===== src/rtl/sequenciador_pkg.sv =====
// Shared encodings for the multicycle sequencer: FSM states, opcodes and
// datapath select codes.
package sequenciador_pkg;

  typedef enum logic [2:0] {
    BUSCA      = 3'd0,
    CARREGA_IR = 3'd1,
    DECODIFICA = 3'd2,
    EXECUTA    = 3'd3,
    ESCRITA    = 3'd4,
    DESVIO     = 3'd5,
    RETIRA     = 3'd6,
    ESPERA     = 3'd7   // also PARADA when halted=1
  } estado_t;

  localparam logic [3:0] OP_ADD     = 4'd0;
  localparam logic [3:0] OP_IMM_MIN = 4'd6;
  localparam logic [3:0] OP_ALU_MAX = 4'd10;
  localparam logic [3:0] OP_JZ      = 4'd11;
  localparam logic [3:0] OP_J       = 4'd12;
  localparam logic [3:0] OP_HALT    = 4'd13;

  localparam logic [1:0] ULA_B_REG = 2'b00;
  localparam logic [1:0] ULA_B_UM  = 2'b01;
  localparam logic [1:0] ULA_B_IMM = 2'b10;

  localparam logic [1:0] FONTE_ULA = 2'b00;
  localparam logic [1:0] FONTE_IR  = 2'b10;

endpackage


===== src/rtl/sequenciador_multiciclo_detector_borda.sv =====
// Two-flop synchronizer for the raw step key followed by a falling-edge
// detector; emits a single-cycle pulse per press.
module detector_borda (
  input  logic CLOCK_50,
  input  logic reset,
  input  logic entrada_n,
  output logic pulso
);

  logic sinc_1, sinc_2, atrasado;

  // Reset state is "key released" so a held key at reset does not fire.
  always_ff @(posedge CLOCK_50) begin
    if (reset) begin
      sinc_1   <= 1'b1;
      sinc_2   <= 1'b1;
      atrasado <= 1'b1;
    end else begin
      sinc_1   <= entrada_n;
      sinc_2   <= sinc_1;
      atrasado <= sinc_2;
    end
  end

  assign pulso = atrasado & ~sinc_2;

endmodule


===== src/rtl/sequenciador_multiciclo.sv =====
// Multicycle control FSM: fetch/decode/execute/writeback sequencing, PC and
// ALU select generation, zero-flag latch and single-step debug hold.
module sequenciador_multiciclo
  import sequenciador_pkg::*;
#(
  parameter int CNT_W = 16
) (
  input  logic             CLOCK_50,
  input  logic             reset,
  input  logic [3:0]       opcode,
  input  logic             zero,
  input  logic             step_mode,
  input  logic             step_key_n,
  output logic             esc_ir,
  output logic             esc_cp,
  output logic             esc_cond_cp,
  output logic [1:0]       fonte_cp,
  output logic [3:0]       ula_op,
  output logic             ula_a,
  output logic [1:0]       ula_b,
  output logic             esc_reg,
  output logic             flag_imm,
  output logic             halted,
  output logic [2:0]       estado,
  output logic [CNT_W-1:0] n_instr
);

  estado_t    est, prox;
  logic [3:0] op_q;
  logic       flag_z;
  logic       pulso;
  logic       entra_parada;
  logic       incrementa;

  detector_borda u_detector (
    .CLOCK_50 (CLOCK_50),
    .reset    (reset),
    .entrada_n(step_key_n),
    .pulso    (pulso)
  );

  assign entra_parada = (est == DECODIFICA) && (opcode == OP_HALT);
  assign incrementa   = (est == RETIRA) || entra_parada;

  always_ff @(posedge CLOCK_50) begin
    if (reset) begin
      est     <= BUSCA;
      op_q    <= OP_ADD;
      flag_z  <= 1'b0;
      halted  <= 1'b0;
      n_instr <= '0;
    end else begin
      est <= prox;
      if (est == DECODIFICA) op_q   <= opcode;
      if (est == EXECUTA)    flag_z <= zero;
      if (entra_parada)      halted <= 1'b1;
      if (incrementa && (n_instr != '1)) n_instr <= n_instr + 1'b1;
    end
  end

  always_comb begin
    prox = est;
    unique case (est)
      BUSCA:      prox = CARREGA_IR;
      CARREGA_IR: prox = DECODIFICA;
      DECODIFICA: begin
        if (opcode <= OP_ALU_MAX)                     prox = EXECUTA;
        else if ((opcode == OP_J) || (opcode == OP_JZ)) prox = DESVIO;
        else if (opcode == OP_HALT)                   prox = ESPERA;
        else                                          prox = RETIRA;
      end
      EXECUTA:    prox = ESCRITA;
      ESCRITA:    prox = RETIRA;
      DESVIO:     prox = RETIRA;
      RETIRA:     prox = step_mode ? ESPERA : BUSCA;
      ESPERA:     if (!halted && pulso) prox = BUSCA;
      default:    prox = BUSCA;
    endcase
  end

  // Outputs are forced idle while reset is asserted so an interrupted
  // instruction never commits a register or PC write in that cycle.
  always_comb begin
    esc_ir      = 1'b0;
    esc_cp      = 1'b0;
    esc_cond_cp = 1'b0;
    fonte_cp    = FONTE_ULA;
    ula_op      = OP_ADD;
    ula_a       = 1'b0;
    ula_b       = ULA_B_REG;
    esc_reg     = 1'b0;
    flag_imm    = 1'b0;
    if (!reset) begin
      unique case (est)
        CARREGA_IR: begin
          esc_ir = 1'b1;
          esc_cp = 1'b1;
          ula_a  = 1'b1;
          ula_b  = ULA_B_UM;
        end
        EXECUTA, ESCRITA: begin
          ula_op  = op_q;
          esc_reg = (est == ESCRITA);
          if (op_q >= OP_IMM_MIN) begin
            ula_b    = ULA_B_IMM;
            flag_imm = 1'b1;
          end
        end
        DESVIO: begin
          fonte_cp    = FONTE_IR;
          esc_cp      = (op_q == OP_J);
          esc_cond_cp = (op_q == OP_JZ);
        end
        default: ;
      endcase
    end
  end

  assign estado = est;

endmodule


===== config.mk =====
export PLATFORM = sky130hd
export DESIGN_NAME = sequenciador_multiciclo
export DESIGN_NICKNAME = d
export VERILOG_FILES = /design/src/rtl/sequenciador_pkg.sv /design/src/rtl/sequenciador_multiciclo_detector_borda.sv /design/src/rtl/sequenciador_multiciclo.sv
export SDC_FILE = /design/constraint.sdc
export NUM_CORES = 1
export LEC_CHECK = 0
export ABC_AREA = 0
export CORE_UTILIZATION = 25
export DETAILED_ROUTE_END_ITERATION = 8
export GPL_TIMING_DRIVEN = 0
export HOLD_SLACK_MARGIN = 0.15
export PLACE_DENSITY_LB_ADDON = 0.05
export SLEW_MARGIN = 20
export SYNTH_ARGS = -nofsm -noshare
export SYNTH_HDL_FRONTEND = slang
export SYNTH_HIERARCHICAL = 1
export SYNTH_SLANG_ARGS = --single-unit

===== constraint.sdc =====
create_clock -name CLOCK_50 -period 1.96 [get_ports CLOCK_50]
set_input_delay 0.392 -clock CLOCK_50 [delete_from_list [all_inputs] [get_ports CLOCK_50]]
set_output_delay 0.392 -clock CLOCK_50 [all_outputs]
set_load 0.01 [all_outputs]

==> results of run 1 <==
==> cells by family after synthesis <==
group                    after synthesis  synth area share, %
other                                  1               0.2506
multiplexers                          12                8.695
flip-flops                            27                36.12
AND/OR/NAND/NOR                       91                35.45
adder cells (fa/ha/maj)                1               0.8360
AO/OA/AOI/OAI                         32                13.13
buffers and inverters                 17                5.518
==> where the power goes <==
group / total [mW] / internal, mW / switching [mW] / leakage, nW
combinational: 0.287 / 0.141 / 0.146 / 0.549
sequential: 0.603 / 0.576 / 0.0272 / 0.223
clock: 0.324 / 0.143 / 0.182 / 0.0255
total: 1.21 / 0.860 / 0.355 / 0.798
==> registers in the layout (all words and copies together) (netlist names) <==
name	cells
u_detector/sinc_1	1
u_detector/sinc_2	1
u_detector/atrasado	1
estado	3
halted	1
n_instr	16
op_q	4
==> final cells by class <==
type,instances,share of cell area (%)
Buffer,12,3.582
Clock buffer,3,1.876
Clock inverter,1,0.2274
Inverter,2,0.3411
Multi-Input combinational cell,137,45.14
Sequential cell,27,25.30
Tap cell,72,4.093
Timing Repair Buffer,47,19.44
==> metal layers <==
metal  global-route usage [%]  up-vias  wire, um
met5                        0        -         0
met4                    2.727        0        25
met2                    22.50       39      1933
li1                         -      751         -
met3                    2.529        2       156
met1                    19.42      729      2127
==> worst max-delay path by stage <==
stage               startpoint  endpoint  cells past startpoint
floorplan            estado[2]  flag_imm                      5
detailed placement       reset  ula_b[0]                      8
global route         estado[2]  flag_imm                      6
CTS                  estado[2]  flag_imm                      7
finish               estado[0]  flag_imm                      6
global placement         reset  ula_b[0]                      8
==> stage by stage <==
step | cell area (sq um) | power [mW] | util, % | TNS [ps] | worst slack (ps)
floorplan | 1499 | 0.7514 | - | 0 | 10.50
global placement | 1989 | 0.8565 | 35.26 | -18900 | -1087
detailed placement | 1989 | 0.8576 | 35.26 | -19660 | -1110
CTS | 2166 | 1.226 | 38.39 | -691.6 | -180.6
global route | 2201 | 1.286 | 39.01 | -648.9 | -171.4
finish | 2201 | 1.215 | 39.01 | -268.2 | -87.73
==> cell usage after synthesis, drive strengths merged (2+ instances only) <==
| cell | n | share of area, % |
|---|---|---|
| nand2 | 9 | 2.3 |
| nor4 | 10 | 4.6 |
| inv | 2 | 0.50 |
| or2 | 4 | 1.7 |
| and2 | 5 | 2.1 |
| nor2b | 11 | 4.6 |
| nand4 | 4 | 2.1 |
| dfxtp | 27 | 36 |
| and4 | 2 | 1.3 |
| buf | 7 | 2.9 |
| mux2i | 4 | 2.7 |
| or3 | 2 | 0.84 |
| a21oi | 15 | 5.0 |
| nor2 | 20 | 5.0 |
| o21ai | 4 | 1.6 |
| o211ai | 2 | 1.0 |
| o31ai | 6 | 3.0 |
| a21o | 2 | 1.0 |
| clkbuf | 8 | 2.1 |
| or4 | 5 | 2.5 |
| nand3b | 2 | 1.0 |
| mux2 | 8 | 6.0 |
| or3b | 2 | 1.2 |
| nand3 | 8 | 2.7 |
| and3b | 2 | 1.2 |
==> timing repair <==
item | CTS | global route
setup buffers | 5 | 2
pin swaps | 5 | 3
endpoints found under the setup margin | 34 | 18
resized for setup | 76 | 14
==> metrics.md, run 1 <==
| Metric | Value |
|---|---|
| GRT Total Usage | `13.99%` |
| Synthesized Nets | `191` |
| Root buffer cell | `clkbuf_8` |
| Dpl cells | `293` |
| Drt first-iter violations | `56` |
| Crit. End Element | `output port` |
| Mapped Cells | `181` |
| TritonCTS clock tree | `yes` |
| Final HPWL DP | `2904 um` |
| Fin. max-slew vios | `0` |
| CTS H-Tree Depth | `1` |
| Worst Min Path Start | `u_detector/sinc_1` |
| Sink Count | `27` |
| Core Rows | `27` |
| P per Cell Area | `551.9 mW/mm^2` |
| DR WL/cell | `14.09 um` |
| Final #Nets | `240` |
| Failing checks | `negative setup slack` |
| Clock Skew | `2.038 ps` |
| Fillers | `596` |
| Max Cap Viol | `0` |
| GP Congestion | `0.7782` |
| Area growth from synthesis to layout | `47.07%` |
| Sequential Area | `556.8 sq um` |
| Commonest non-fill, non-tap cell in the layout | `clkdlybuf4s50_1` |
| Hold depth | `1` |
| Total Wirelength | `4242 um` |
| Die area | `0.006299 sq mm` |
| Final Hold Viols | `0` |
| CTS Buf Count | `3` |
| Global-route wire length before repair | `6893 um` |
| Top FF cell, synth | `dfxtp_1` |
| Leak Pwr | `0.7979 nW` |
| Antenna-violating nets left | `0` |
| # DRC | `0` |
| Fin cells | `301` |
| Avg Inst Size Synth | `8.268 sq um` |
| Starting Density | `26.52%` |
| Share of flip-flops with an asynchronous set or reset | `0%` |
| Tcrit/Tclk final | `104.5%` |
| Final setup viols | `4` |
| WHS Endpoint | `u_detector/sinc_2` |
| Critical Path, Cell by Cell | `or3b_4 -> a21oi_4 -> buf_6 -> and2_4 -> a21o_1 -> buf_2` |
| CTS Buffer Depth | `2` |
| Reg2reg start | `n_instr[1]` |
| Startpoint Class | `flop` |
| Initial antenna violation count | `0` |
| Setup ws final | `-87.73 ps` |
| Number of synthesized register bits | `27` |
| Pre-Repair DR Iteration Count | `4` |
| Hold Slack | `425.6 ps` |
| Worst Hold Class | `reg -> reg` |
| Post-Syn Area | `0.001496 sq mm` |
| FMAX | `488.3 MHz` |
| Worst reg2reg path endpoint | `n_instr[10]` |
| CP arrival | `1660 ps` |
| Vias in the first global route | `1373` |
| Die X | `79.37 um` |
| Post-synthesis sequential area ratio | `36.12%` |
| Reg2Reg Depth | `6` |
| Leading cell types in the layout, fill and taps excluded | `22 x clkdlybuf4s50_1, 20 x dfxtp_1, 19 x nor2_1` |
| CP peak stage delay | `380 ps` |
| R2r setup slk | `120 ps` |
| Yosys warns | `6` |
| GRT Residual Overflow | `0` |
| Status | `finished, violations left` |
| Slowest cell on crit path | `or3b_4` |
| I/O pin cnt | `43` |
| Fin crit period | `2048 ps` |
| N_diodes | `0` |
| Core Region | `0.005642 sq mm` |
| Peak VDD IR | `0.3199 mV` |
| Crit path max-delay family | `simple AND/OR/NAND/NOR gates` |
| Clk pin slew, worst setup/hold paths | `100 ps` |
| Share of cells above drive strength 1 | `26.64%` |
| Number of synthesized flops with an enable pin | `0` |
| Hold buffer count at CTS | `0` |
| Die Y-Extent | `79.37 um` |
| WS Path Type | `reg -> out` |
| Multi-input gate area | `993.5 sq um` |
| Post-synthesis cell type count | `45` |
| Largest net degree at the start of global routing | `16` |
| Buf/Inv on CP | `2` |
| Vias/cell | `5.053` |
| Worst Path Required | `1570 ps` |
| Later-pin clock latency in the skew report | `270 ps` |
| Port Buffers | `40` |
| Unrepaired setup endpoints after global routing | `yes` |
| Via count | `1521` |
| Crit-path max FO | `6` |
(Power assumes the default switching activity.)
==> inputs of run 2 (changes only) <==
--- a/config.mk
+++ b/config.mk
@@ -9,8 +9,9 @@
 export CORE_UTILIZATION = 25
 export DETAILED_ROUTE_END_ITERATION = 8
 export GPL_TIMING_DRIVEN = 0
-export HOLD_SLACK_MARGIN = 0.15
 export PLACE_DENSITY_LB_ADDON = 0.05
+export SETUP_SLACK_MARGIN = 0.3
+export SKIP_LAST_GASP = 1
 export SLEW_MARGIN = 20
 export SYNTH_ARGS = -nofsm -noshare
 export SYNTH_HDL_FRONTEND = slang
==> metrics.md, run 2 (same netlist as run 1, synthesis figures left out) <==
| Metric | Value |
|---|---|
| CP peak stage delay | `390 ps (was 380 ps)` |
| Status | `finished, violations left (unchanged)` |
| Setup ws final | `-149.1 ps (was -87.73 ps)` |
| N_diodes | `0 (unchanged)` |
| Global-route wire length before repair | `7741 um (was 6893 um)` |
| Util after Layout | `48.44% (was 39.01%)` |
| Initial antenna violation count | `0 (unchanged)` |
| Sw Ratio | `30.00% (was 29.23%)` |
| Switching power | `0.4082 mW (was 0.3550 mW)` |
| Final #Nets | `266 (was 240)` |
| Reg2Reg Depth | `8 (was 6)` |
| I/O pin cnt | `43 (unchanged)` |
| Hold depth | `2 (was 1)` |
| Worst reg2reg path endpoint | `n_instr[8] (was n_instr[10])` |
| Reg2reg start | `estado[2] (was n_instr[1])` |
| GRT Residual Overflow | `0 (unchanged)` |
| Leak Pwr | `1.129 nW (was 0.7979 nW)` |
| Largest net degree at the start of global routing | `16 (unchanged)` |
| WHS Endpoint | `u_detector/sinc_2 (unchanged)` |
| WS Path Type | `reg -> out (unchanged)` |
| Drt first-iter violations | `105 (was 56)` |
| Final Hold Viols | `0 (unchanged)` |
| CTS H-Tree Depth | `1 (unchanged)` |
| Core Rows | `27 (unchanged)` |
| Seq pwr share | `43.4% (was 49.6%)` |
| P per Cell Area | `498.0 mW/mm^2 (was 551.9 mW/mm^2)` |
| Design Power | `1.361 mW (was 1.215 mW)` |
| Final HPWL DP | `2974 um (was 2904 um)` |
| Total Wirelength | `4795 um (was 4242 um)` |
| Clk pin slew, worst setup/hold paths | `100 ps (about the same)` |
| Via count | `1628 (was 1521)` |
| Worst slack, placed | `-1003 ps (was -1110 ps)` |
| Sink Count | `27 (unchanged)` |
| Antenna-violating nets left | `0 (unchanged)` |
| Hold Slack | `339.8 ps (was 425.6 ps)` |
| Later-pin clock latency in the skew report | `280 ps (was 270 ps)` |
| Root buffer cell | `clkbuf_8 (unchanged)` |
| Placed Instance Area | `0.002056 sq mm (was 0.001989 sq mm)` |
| GRT Total Usage | `15.48% (was 13.99%)` |
| GP Congestion | `0.7598 (was 0.7782)` |
| Die X | `79.37 um (unchanged)` |
| R2r setup slk | `240 ps (was 120 ps)` |
| Hold buffer count at CTS | `0 (unchanged)` |
| Max Cap Viol | `0 (unchanged)` |
| Setup TNS | `-652.4 ps (was -268.2 ps)` |
| Vias in the first global route | `1609 (was 1373)` |
| Peak VDD IR | `0.2118 mV (was 0.3199 mV)` |
| Sequential Area | `583.1 sq um (was 556.8 sq um)` |
| Worst Hold Class | `in -> reg (was reg -> reg)` |
| Crit. End Element | `output port (unchanged)` |
| Biggest register | `n_instr (unchanged)` |
| Final setup viols | `6 (was 4)` |
| Vias/cell | `4.979 (was 5.053)` |
| Fin crit period | `2109 ps (was 2048 ps)` |
| Failing checks | `negative setup slack (unchanged)` |
| Largest register FFs | `16 (unchanged)` |
| Startpoint Class | `flop (unchanged)` |
| Critical Path, Cell by Cell | `buf_8 -> or3b_4 -> a21oi_4 -> and2_4 -> a21o_1 -> buf_2 (was or3b_4 -> a21oi_4 -> buf_6 -> and2_4 -> a21o_1 -> buf_2)` |
| TritonCTS clock tree | `yes (unchanged)` |
| FMAX | `474.1 MHz (was 488.3 MHz)` |
| Crit path max-delay family | `simple AND/OR/NAND/NOR gates (unchanged)` |
| Leading cell types in the layout, fill and taps excluded | `24 x buf_4, 17 x buf_6, 16 x nor2_1, 16 x clkdlybuf4s50_1, 11 x a21oi_1 (was 22 x clkdlybuf4s50_1, 20 x dfxtp_1, 19 x nor2_1)` |
| Fin cells | `327 (was 301)` |
| Core Region | `0.005642 sq mm (unchanged)` |
| Dpl cells | `293 (unchanged)` |
| Worst Path Required | `1570 ps (about the same)` |
| Fillers | `535 (was 596)` |
| Die area | `0.006299 sq mm (unchanged)` |
| Unrepaired setup endpoints after global routing | `yes (unchanged)` |
| Final instance area | `0.002733 sq mm (was 0.002201 sq mm)` |
| Clk pwr share | `24.1% (was 26.7%)` |
| Tcrit/Tclk final | `107.6% (was 104.5%)` |
| Logic gate share of total power | `32.5% (was 23.7%)` |
| Fin. max-slew vios | `0 (unchanged)` |
| Clock Skew | `4.059 ps (was 2.038 ps)` |
| CP arrival | `1720 ps (was 1660 ps)` |
| Pre-Repair DR Iteration Count | `4 (unchanged)` |
| Share of cells above drive strength 1 | `50.20% (was 26.64%)` |
| Internal power | `0.9526 mW (was 0.8595 mW)` |
| Worst Min Path Start | `reset (was u_detector/sinc_1)` |
| Area growth from synthesis to layout | `82.61% (was 47.07%)` |
| Crit-path max FO | `3 (was 6)` |
| CTS Buf Count | `3 (unchanged)` |
| Die Y-Extent | `79.37 um (unchanged)` |
| Buf/Inv on CP | `2 (unchanged)` |
| CTS Buffer Depth | `2 (unchanged)` |
| Multi-input gate area | `0.001187 sq mm (was 993.5 sq um)` |
| DR WL/cell | `14.66 um (was 14.09 um)` |
| Port Buffers | `40 (unchanged)` |
| Starting Density | `26.52% (unchanged)` |
| # DRC | `0 (unchanged)` |
| Commonest non-fill, non-tap cell in the layout | `buf_4 (was clkdlybuf4s50_1)` |
| Slowest cell on crit path | `or3b_4 (unchanged)` |
run 2: cell types whose count changed in the layout (fill, tap and decap cells not counted), sizes merged:
| cell | previous run | this run |
|---|---|---|
| dlymetal6s2s | 0 | 6 |
| buf | 21 | 54 |
| clkdlybuf4s15 | 1 | 2 |
| dlygate4sd2 | 8 | 3 |
| clkbuf | 10 | 7 |
| clkdlybuf4s50 | 22 | 16 |
run 2: per-layer routing:
metal / up-vias / global-route usage (%) / part of all wire (%) / wire length (um)
met5: - / 0 / 0 / 0
met4: 0 / 4.545 / 0.52 / 25
met3: 2 / 1.839 / 2.8 / 133
met2: 25 / 25.52 / 48 / 2300
met1: 801 / 21.00 / 49 / 2336
li1: 800 / - / - / -
run 2: timing repair:
item / 4_1_cts / 5_1_grt
endpoints found under the hold margin: 0 / 0
setup buffers: 20 / 9
setup endpoints to repair: 47 / 44
gates resized for setup: 131 / 52
pin swaps: 24 / 20
cloned: 1 / 0
run 2: area by class of cell:
cell class	count	area share, %
Inverter	2	0.3663
Clock inverter	1	0.1832
Timing Repair Buffer	70	23.21
Tap cell	72	3.297
Multi-Input combinational cell	137	43.45
Clock buffer	3	1.511
Buffer	15	6.639
Sequential cell	27	21.34
run 2: how the worst max path moves through the flow:
stage / start / endpoint / slack, ps / depth (start not counted)
finish: estado[0] / ula_b[1] / -150 / 6
global route: estado[0] / flag_imm / -220 / 6
CTS: estado[0] / flag_imm / -150 / 6
detailed placement: reset / ula_a / -1000 / 8
global placement: reset / ula_a / -960 / 8
floorplan: estado[2] / flag_imm / 230 / 5
run 2: power by group through the flow:
| stage | Sequential [mW] | Combinational [mW] | Clock [mW] |
|---|---|---|---|
| 6_report | 0.591 | 0.442 | 0.328 |
| 5_1_grt | 0.595 | 0.471 | 0.375 |
| 4_1_cts | 0.592 | 0.390 | 0.348 |
| 3_5_place_dp | 0.606 | 0.272 | 0 |
| 3_3_place_gp | 0.607 | 0.269 | 0 |
| 2_1_floorplan | 0.608 | 0.162 | 0 |
